**src/rtl/pipe_rx_pkg.sv**
```systemverilog
// Shared header layout, FSM states and helpers for the pipe-in command parser.
// PIPE_RX_CHECKSUM_EN adds the CHECK state for a trailing XOR checksum word.
package pipe_rx_pkg;

  localparam int HDR_ADDR_HI = 15;
  localparam int HDR_ADDR_LO = 8;
  localparam int HDR_CHAN_HI = 7;
  localparam int HDR_CHAN_LO = 4;
  localparam int HDR_RSVD_HI = 3;
  localparam int HDR_RSVD_LO = 2;
  localparam int HDR_LEN_HI  = 1;
  localparam int HDR_LEN_LO  = 0;

  localparam int LEN_MAX = 3;
  localparam int LEN_W   = $clog2(LEN_MAX + 1);

  localparam logic [15:0] CHK_SEED = 16'h0000;

  typedef enum logic [1:0] {
    ST_IDLE   = 2'd0,
    ST_DATA   = 2'd1,
`ifdef PIPE_RX_CHECKSUM_EN
    ST_CHECK  = 2'd2,
`endif
    ST_COMMIT = 2'd3
  } state_e;

  function automatic logic [7:0] sat_inc8(input logic [7:0] v);
    sat_inc8 = (v == 8'hFF) ? v : v + 8'h01;
  endfunction

endpackage

```
**src/rtl/pipe_rx_fifo.sv**
```systemverilog
// Single-clock first-word-fall-through FIFO with a registered occupancy count.
// Writes are refused whenever the registered count says full, even alongside a pop.
module pipe_rx_fifo #(
  parameter int W     = 16,
  parameter int DEPTH = 16
) (
  input  logic         clk_i,
  input  logic         rst_n_i,
  input  logic         wr_en_i,
  input  logic [W-1:0] wr_data_i,
  input  logic         rd_en_i,
  output logic [W-1:0] rd_data_o,
  output logic         empty_o,
  output logic         full_o
);

  localparam int AW = $clog2(DEPTH);
  localparam int CW = AW + 1;

  logic [W-1:0]  mem_q [DEPTH];
  logic [AW-1:0] wr_ptr_q;
  logic [AW-1:0] rd_ptr_q;
  logic [CW-1:0] count_q;
  logic [CW-1:0] count_d;
  logic          push_s;
  logic          pop_s;

  always_comb begin
    full_o    = (count_q == CW'(DEPTH));
    empty_o   = (count_q == '0);
    push_s    = wr_en_i & ~full_o;
    pop_s     = rd_en_i & ~empty_o;
    count_d   = count_q + CW'(push_s) - CW'(pop_s);
    rd_data_o = mem_q[rd_ptr_q];
  end

  // Storage needs no reset; occupancy alone decides what is valid.
  always_ff @(posedge clk_i) begin
    if (push_s) begin
      mem_q[wr_ptr_q] <= wr_data_i;
    end
  end

  always_ff @(posedge clk_i) begin
    if (!rst_n_i) begin
      wr_ptr_q <= '0;
      rd_ptr_q <= '0;
      count_q  <= '0;
    end else begin
      if (push_s) begin
        wr_ptr_q <= wr_ptr_q + AW'(1);
      end
      if (pop_s) begin
        rd_ptr_q <= rd_ptr_q + AW'(1);
      end
      count_q <= count_d;
    end
  end

endmodule

```
**src/rtl/pipe_rx_cmd_parser.sv**
```systemverilog
// Decodes host pipe-in packets (header + LEN words, MSW first) into parameter writes.
// Define PIPE_RX_CHECKSUM_EN to require a trailing XOR checksum word per packet.
module pipe_rx_cmd_parser #(
  parameter int W_EP       = 16,
  parameter int FIFO_DEPTH = 16,
  parameter int W_PARAM    = 3 * W_EP
) (
  input  logic               clk50_in,
  input  logic               rst_n_in,
  input  logic               pipe_write_in,
  input  logic [W_EP-1:0]    pipe_data_in,
  output logic               pipe_full_out,
  output logic               param_valid_out,
  input  logic               param_ready_in,
  output logic [7:0]         param_addr_out,
  output logic [3:0]         param_chan_out,
  output logic [W_PARAM-1:0] param_data_out,
  output logic [7:0]         err_count_out,
  output logic               overflow_out
);

  import pipe_rx_pkg::*;

  logic [W_EP-1:0]    fifo_data_s;
  logic               fifo_empty_s;
  logic               fifo_full_s;
  logic               pop_s;
  logic [LEN_W-1:0]   hdr_len_s;
  logic [W_PARAM-1:0] acc_d;

  state_e             state_q;
  logic [LEN_W-1:0]   rem_q;
  logic [W_PARAM-1:0] acc_q;
  logic [7:0]         addr_q;
  logic [3:0]         chan_q;
  logic               valid_q;
  logic [7:0]         err_q;
  logic               ovf_q;
`ifdef PIPE_RX_CHECKSUM_EN
  logic [W_EP-1:0]    chk_q;
`endif

  pipe_rx_fifo #(
    .W     (W_EP),
    .DEPTH (FIFO_DEPTH)
  ) u_fifo (
    .clk_i     (clk50_in),
    .rst_n_i   (rst_n_in),
    .wr_en_i   (pipe_write_in),
    .wr_data_i (pipe_data_in),
    .rd_en_i   (pop_s),
    .rd_data_o (fifo_data_s),
    .empty_o   (fifo_empty_s),
    .full_o    (fifo_full_s)
  );

  // Every state except COMMIT consumes one word whenever one is available.
  always_comb begin
    pop_s     = 1'b0;
    hdr_len_s = fifo_data_s[HDR_LEN_HI:HDR_LEN_LO];
    acc_d     = {acc_q[W_PARAM-W_EP-1:0], fifo_data_s};
    case (state_q)
      ST_IDLE:   pop_s = ~fifo_empty_s;
      ST_DATA:   pop_s = ~fifo_empty_s;
`ifdef PIPE_RX_CHECKSUM_EN
      ST_CHECK:  pop_s = ~fifo_empty_s;
`endif
      ST_COMMIT: pop_s = 1'b0;
      default:   pop_s = 1'b0;
    endcase
  end

  always_ff @(posedge clk50_in) begin
    if (!rst_n_in) begin
      state_q <= ST_IDLE;
      rem_q   <= '0;
      acc_q   <= '0;
      addr_q  <= 8'h00;
      chan_q  <= 4'h0;
      valid_q <= 1'b0;
      err_q   <= 8'h00;
      ovf_q   <= 1'b0;
`ifdef PIPE_RX_CHECKSUM_EN
      chk_q   <= '0;
`endif
    end else begin
      if (pipe_write_in && fifo_full_s) begin
        ovf_q <= 1'b1;
      end
      case (state_q)
        ST_IDLE: begin
          if (!fifo_empty_s) begin
            if (hdr_len_s == '0) begin
              err_q <= sat_inc8(err_q);
            end else begin
              addr_q  <= fifo_data_s[HDR_ADDR_HI:HDR_ADDR_LO];
              chan_q  <= fifo_data_s[HDR_CHAN_HI:HDR_CHAN_LO];
              rem_q   <= hdr_len_s;
              acc_q   <= '0;
`ifdef PIPE_RX_CHECKSUM_EN
              chk_q   <= W_EP'(CHK_SEED) ^ fifo_data_s;
`endif
              state_q <= ST_DATA;
            end
          end
        end
        ST_DATA: begin
          if (!fifo_empty_s) begin
            acc_q <= acc_d;
            rem_q <= rem_q - LEN_W'(1);
`ifdef PIPE_RX_CHECKSUM_EN
            chk_q <= chk_q ^ fifo_data_s;
`endif
            if (rem_q == LEN_W'(1)) begin
`ifdef PIPE_RX_CHECKSUM_EN
              state_q <= ST_CHECK;
`else
              // Raising valid on the last pop gives the two-cycle write-to-valid latency.
              state_q <= ST_COMMIT;
              valid_q <= 1'b1;
`endif
            end
          end
        end
`ifdef PIPE_RX_CHECKSUM_EN
        ST_CHECK: begin
          if (!fifo_empty_s) begin
            if (fifo_data_s == chk_q) begin
              state_q <= ST_COMMIT;
              valid_q <= 1'b1;
            end else begin
              err_q   <= sat_inc8(err_q);
              state_q <= ST_IDLE;
            end
          end
        end
`endif
        ST_COMMIT: begin
          if (param_ready_in) begin
            valid_q <= 1'b0;
            state_q <= ST_IDLE;
          end
        end
        default: begin
          valid_q <= 1'b0;
          state_q <= ST_IDLE;
        end
      endcase
    end
  end

  assign pipe_full_out   = fifo_full_s;
  assign param_valid_out = valid_q;
  assign param_addr_out  = addr_q;
  assign param_chan_out  = chan_q;
  assign param_data_out  = acc_q;
  assign err_count_out   = err_q;
  assign overflow_out    = ovf_q;

endmodule

```
**config.mk**
```make
export PLATFORM = sky130hd
export DESIGN_NAME = pipe_rx_cmd_parser
export DESIGN_NICKNAME = d
export VERILOG_FILES = /design/src/rtl/pipe_rx_pkg.sv /design/src/rtl/pipe_rx_fifo.sv /design/src/rtl/pipe_rx_cmd_parser.sv
export SDC_FILE = /design/constraint.sdc
export NUM_CORES = 1
export LEC_CHECK = 0
export CAP_MARGIN = 20
export CORE_ASPECT_RATIO = 1.2
export CORE_MARGIN = 2
export CORE_UTILIZATION = 50
export DETAILED_ROUTE_END_ITERATION = 12
export PLACE_DENSITY = 0.69
export SYNTH_ARGS = -nofsm -noshare
export SYNTH_HDL_FRONTEND = slang
export SYNTH_SLANG_ARGS = --single-unit
```
**constraint.sdc**
```tcl
create_clock -name clk50_in -period 3.7 [get_ports clk50_in]
set_clock_uncertainty 0.05 [all_clocks]
set_input_delay 0.74 -clock clk50_in [delete_from_list [all_inputs] [get_ports clk50_in]]
set_output_delay 0.74 -clock clk50_in [all_outputs]
set_load 0.03 [all_outputs]
```
Word-level counts from Yosys, hierarchy flattened
Memory sizes are Yosys's and may differ from the RTL's. A register that Yosys moved wholly into a read port is not among the register bits.
Index checks and enable logic that the tools add are counted.
{ "word_totals": {"inputBits": 20, "regBits": 87, "n_memories": 1, "out_inout_bits": 71, "ramBits": 256} }
{ "op_classes": {"addsub": 6, "n_eq_ne": 10, "muxes": 23, "n_reduce_logical": 11, "bitwise": 7} }
{ "memory_table": {"columns": ["name", "words", "width", "rd", "rd_ports_with_merged_regs", "write_ports", "line", "rtl"], "rows": [
  ["u_fifo.mem_q", 16, 16, 1, 1, 1, "pipe_rx_fifo.sv:20", "logic [W-1:0] mem_q [DEPTH];"]
]} }
{ "op_table": {"columns": ["cell", "count"], "rows": [
  ["two-way mux 48 bit", 3],
  ["one-hot mux 48 bit (2 select lines)", 1],
  ["two-way mux 2 bit", 8],
  ["AND reduction 4 bit", 3],
  ["!= test 2 bit, second input constant", 5],
  ["adder 4 x 1 -> 4 bit, second input constant", 2],
  ["adder 8 x 1 -> 8 bit, second input constant", 1],
  ["equality test 8 bit, second input constant", 1],
  ["two-way mux 4 bit", 2],
  ["two-way mux 1 bit", 6],
  ["one-hot mux 2 bit (3 select lines)", 1],
  ["adder 5 x 1 -> 5 bit", 1],
  ["equality test 5 bit, second input constant", 1],
  ["logical NOT 5 bit", 1],
  ["inverter 1 bit", 5],
  ["AND reduction 5 bit", 1],
  ["subtractor 5 x 1 -> 5 bit", 1],
  ["equality test 2 x 1 -> 1 bit, second input constant", 2],
  ["logical NOT 2 bit", 2],
  ["one-hot mux 2 bit (2 select lines)", 1],
  ["one-hot mux 1 bit (3 select lines)", 1],
  ["AND reduction 3 bit", 1],
  ["bitwise AND 1 bit", 2],
  ["equality test 2 bit, second input constant", 1],
  ["4 further kinds", 4]
]} }

Logic depth before layout (Yosys ltp)
{ "logic_depth": {"ltp_word": 6, "ltp_mapped": 16} }

Hierarchy
Synthesis repeated with hierarchy kept, for this count alone.
{ "unflattened": {"hier_cells": 790, "area_unflattened_um2": 13275.2} }
{ "modules_own_cells": {"columns": ["mod", "cells_each", "area_each_um2", "n_inst"], "rows": [
  ["pipe_rx_fifo", 501, 10570.1, 1],
  ["pipe_rx_cmd_parser", 289, 2705.1, 1]
]} }

Worst setup path before layout
Ideal clock, no wire load.
{ "synth_path": {"path_type": "reg2reg", "startpoint": "reg u_fifo.count_q[2]", "endpoint": "mem u_fifo.mem_q[3][0], enable pin", "path_buffers": 1, "setup_ns": 0.409, "arrival_ns": 2.543, "stages_incl_launch_ff": 8, "slack_ns": 0.698, "period_less_slack_ns": 3.002, "path_cell_list": "dfxtp_1 inv_1 ha_1 and4_1 nor2b_1 clkbuf_1 nand2_1 nor3_1"} }
{ "synth_between": {"elab_chain_cells": 5} }
{ "synth_lines": {"columns": ["element", "line", "rtl"], "rows": [
  ["from (decl)", "pipe_rx_fifo.sv:23", "logic [CW-1:0] count_q;"],
  ["from (signal assigned)", "pipe_rx_fifo.sv:56", "count_q <= count_d;"],
  ["equality test 5 bit", "pipe_rx_fifo.sv:29", "full_o = (count_q == CW'(DEPTH));"],
  ["via pipe_full_out", "pipe_rx_cmd_parser.sv:12", "output logic pipe_full_out,"],
  ["inverter 1 bit", "pipe_rx_fifo.sv:31", "push_s = wr_en_i & ~full_o;"],
  ["bitwise AND 1 bit", "pipe_rx_fifo.sv:31", null],
  ["via u_fifo.push_s", "pipe_rx_fifo.sv:25", "logic push_s;"],
  ["two-way mux 1 bit", "pipe_rx_fifo.sv:39", "if (push_s) begin"],
  ["two-way mux 1 bit (not written as such)", "pipe_rx_fifo.sv:40", "mem_q[wr_ptr_q] <= wr_data_i;"],
  ["to (decl)", "pipe_rx_fifo.sv:20", null]
]} }
The timed path passes the listed nets, and every way through them passes these cells.

Worst setup path in the final report
{ "layout_path": {"startpoint": "reg u_fifo.count_q[3]", "endpoint": "reg u_fifo.count_q[4]"} }
{ "layout_between": {"elab_chain_cells": 5, "elab_cells_between_ends": 9, "classes_between": "add/sub: 2; eq/ne: 1; mux: 1; bitwise: 4; reduce/logical: 1"} }
{ "layout_lines": {"columns": ["element", "line", "rtl"], "rows": [
  ["equality test 5 bit / logical NOT 5 bit (equally long branches)", "pipe_rx_fifo.sv:29, pipe_rx_fifo.sv:30", null],
  ["inverter 1 bit, on equally long branches", null, null],
  ["bitwise AND 1 bit / two-way mux 1 bit (equally long branches)", null, null],
  ["adder 5 x 1 -> 5 bit / bitwise AND 1 bit (equally long branches)", "pipe_rx_fifo.sv:33, pipe_rx_fifo.sv:32", null],
  ["subtractor 5 x 1 -> 5 bit *", "pipe_rx_fifo.sv:33", "count_d = count_q + CW'(push_s) - CW'(pop_s);"]
]} }
Mark *: on every way between the ends. The rest lies on a longest branch, timed or not.
A chain may end at the register's enable or synchronous reset.

==> flow_summary_export.csv <==
group,metric,value,unit
synth,synthXorXnorAreaFrac,0.654,%
synth,synth_area,0.0134,mm²
global_routing,track_usage,19.0,%
clock_tree,cts.sinks,347,
sta,min_period,2.96,ns
placed_design,dp_hpwl,17.0,mm
synth,yosysSeqAreaShare,71.0,%
cells_and_area,final_cells,1269,
sta,post-route-period-util,80.1,%
worst_setup_path,end_kind,"register",
power,p_leak,5.28,nW
synth,synth_compound_area_share,3.53,%
floorplanning,rows,65,
worst_setup_path,worstSetupStartpoint,"u_fifo.count_q[3]$_SDFF_PN0_",
cells_and_area,antenna_cells,0,
global_routing,grt_pass1_vias,7281,
synth,synth.area.top_cells,"edfxtp_1, dfxtp_1, mux4_2, nand2_1, mux2i_1",
global_routing,grt_pass1_wl,41.0,mm
worst_setup_path,crit_family,"simple AND/OR/NAND/NOR gates",
worst_setup_path,cp.arrival,3.34,ns
worst_setup_path,path_class,"register to register",
synth,synth_top_cells_by_count,"edfxtp_1, nand2_1, dfxtp_1",
clock_tree,path_clk_slew,0.06,ns
synth,synth_top_family_by_area,"multiplexers",
cells_and_area,n_fill_cell,1976,
sta,slew_headroom,51.2,%
clock_tree,clk_latency,0.50,ns
detailed_routing,via_per_inst,5.57,
global_routing,use_met2,32.2,%
sta,finalSetupViolCount,0,
synth,yosysWarningCount,0,
global_routing,grt_max_degree,80,
hold_path,hold_class,"register to register",
placed_design,port_buffers,90,
clock_tree,cts_max_level,2,
floorplanning,die_area,0.0281,mm²
synth,ys_ff_latch,347,
clock_tree,cts_root_buf,"clkbuf_16",
worst_setup_path,start_kind,"register",
cells_and_area,area_growth,19.1,%
sta,final_hold_viol_count,0,
global_routing,grt-busiest-layer,"met2",
worst_setup_path,slowest_stage,"ha_1",
worst_setup_path,worstReg2RegStart,"u_fifo.count_q[3]$_SDFF_PN0_",
synth,yosys.area_share.adder,1.36,%
cells_and_area,post-route-util,60.5,%
clock_tree,cts_setup_buffers,0,
detailed_routing,first_pass_iters,4,
sta,worst_pin_slew,0.731,ns
power,peakVddDrop,0.000464,V
floorplanning,die_h,183,µm
synth,postSynthAreaPerCell,17.0,µm²
worst_setup_path,crit_chain,"inv_1, ha_1, nor4b_1, or2_2, inv_1, ha_1, inv_1, ha_1, inv_1, fa_1, inv_1, a21oi_1, nor2_1, or3_1, a21oi_1",
sta,rsz0062_at_grt,"false",
power,p_total,11.1,mW
detailed_routing,wl_per_cell,20.9,µm
worst_setup_path,slowest_delay,0.33,ns
synth,syn_inst,787,
synth,yosys.area_share.simple,6.02,%
synth,synth_fp_nets,821,
cells_and_area,fin_nets,942,
global_routing,gr-total-overflow,0,
hold_path,hold_start,"param_chan_out[0]$_SDFFE_PN0P_",
detailed_routing,routed_wl,26.5,mm
global_routing,use_met1,25.2,%
synth,synth_flop_cell,"edfxtp_1",
clock_tree,cts_tree,"built",
clock_tree,cts_hold_buf,0,
run_status,status,"finished, final reports clean",
placed_design,place_inst,1206,
detailed_routing,drtAntennaViolNets,0,
floorplanning,ios,91,
worst_setup_path,cp_num_buf_inv,5,
worst_setup_path,cp_max_fo,11,
sta,tns,0,ns
sta,slew_violations,0,
synth,muxShareOfSynthArea,15.3,%
clock_tree,clockBufferDepth,3,
worst_setup_path,critPathMostFrequentCell,"inv_1",
floorplanning,core,0.0264,mm²
placed_design,placed_area,0.0148,mm²
cells_and_area,drive_gt1_share,20.3,%
global_routing,met3_usage,3.71,%
placed_design,place_congestion,0.738,
synth,yosysTopAreaCellShare,57.4,%
clock_tree,cts_resized,0,
floorplanning,initial_core_util,50.8,%
synth,yosysUniqueCellTypes,45,
power,power_density,697,mW/mm²
cells_and_area,fin_area,0.0160,mm²
synth,yosys.cell_count.top_type,"edfxtp_1",
global_routing,antenna_found_initial,0,
synth,synthArstFlopShare,0,%
detailed_routing,post-route-drc-count,0,
worst_setup_path,cp.required,4.07,ns
sta,max_freq,337,MHz
detailed_routing,drt_iter0_drc,431,
floorplanning,die_w,153,µm
synth,yosys.area.top_type,"edfxtp_1",
clock_tree,cts_buffers,35,
synth,synth_edf_count,256,
job,cap_violations,0,
detailed_routing,vias,7073,
metrics by stage:
step | worst slack (ns) | hold slack (ns)
3_5_place_dp | 0.689 | 0.399
2_1_floorplan | 0.698 | 0.385
3_3_place_gp | 0.753 | 0.393
4_1_cts | 0.660 | 0.407
5_1_grt | 0.397 | 0.429
6_report | 0.736 | 0.405
layer usage:
layer / vias up / wire length, µm / part of all wire (%)
met5: - / 0 / 0
met4: 0 / 645 / 2.4
met3: 49 / 1390 / 5.2
met2: 207 / 13000 / 49
met1: 3535 / 11500 / 43
li1: 3282 / - / -
worst min-delay path, cell delays in order (launching register included):
cell	delay, ns
dfxtp_1	0.30
nand3_1	0.05
o21ai_1	0.05
power breakdown:
group          switching [mW]  leakage [nW]  internal, mW
logic                    1.65          1.68          1.36
registers               0.255          3.05          4.47
clock network            1.37         0.542          2.00
total                    3.28          5.28          7.84
layout by cell type (no fill, tap or decap), drive strengths merged, types with 2 or more instances in the layout:
cell type and count:
a21oi 9, and2 2, and4 2, buf 41
clkbuf 54, clkdlybuf4s50 89, clkinv 7, clkinvlp 2
dfxtp 91, edfxtp 256, ha 13, inv 15
mux2i 32, mux4 76, nand2 94, nand2b 8
nand3 21, nand4 6, nor2 35, nor2b 2
nor3 5, o21ai 20, o22ai 32, xnor2 4
xor2 6
flip-flops by register name, indices dropped and copies added (netlist names), named ones only:
register	count
u_fifo.mem_q	256
param_data_out	48
err_count_out	8
param_addr_out	8
u_fifo.count_q	5
param_chan_out	4
u_fifo.rd_ptr_q	4
u_fifo.wr_ptr_q	4
rem_q	2
state_q	2
overflow_out	1
param_valid_out	1
cells by family after synthesis:
kind of cell / Yosys count
AO/OA/AOI/OAI: 66
XOR/XNOR: 10
multiplexers: 109
adder cells (fa/ha/maj): 14
buffers and inverters: 61
flip-flops: 347
AND/OR/NAND/NOR: 180
layout make-up:
cell class	instances	area, µm²	share of cell area (%)
Multi-Input combinational cell	379	3610	22.6
Clock inverter	9	42.5	0.267
Timing Repair Buffer	130	1230	7.73
Inverter	15	56.3	0.353
Clock buffer	54	1070	6.74
Sequential cell	347	9520	59.6
Tap cell	335	419	2.63
path summary, 6_finish.rpt:
check                                                 endpoint  slack (ns)  cells after the start
worst max-delay path              u_fifo.count_q[4]$_SDFF_PN0_        0.74                     15
worst min register to register  param_chan_out[0]$_SDFFE_PN0P_        0.40                      2
worst max register to register    u_fifo.count_q[4]$_SDFF_PN0_        0.74                     15
worst min-delay path            param_chan_out[0]$_SDFFE_PN0P_        0.40                      2
Note: power is estimated with default switching activity, not from simulation.
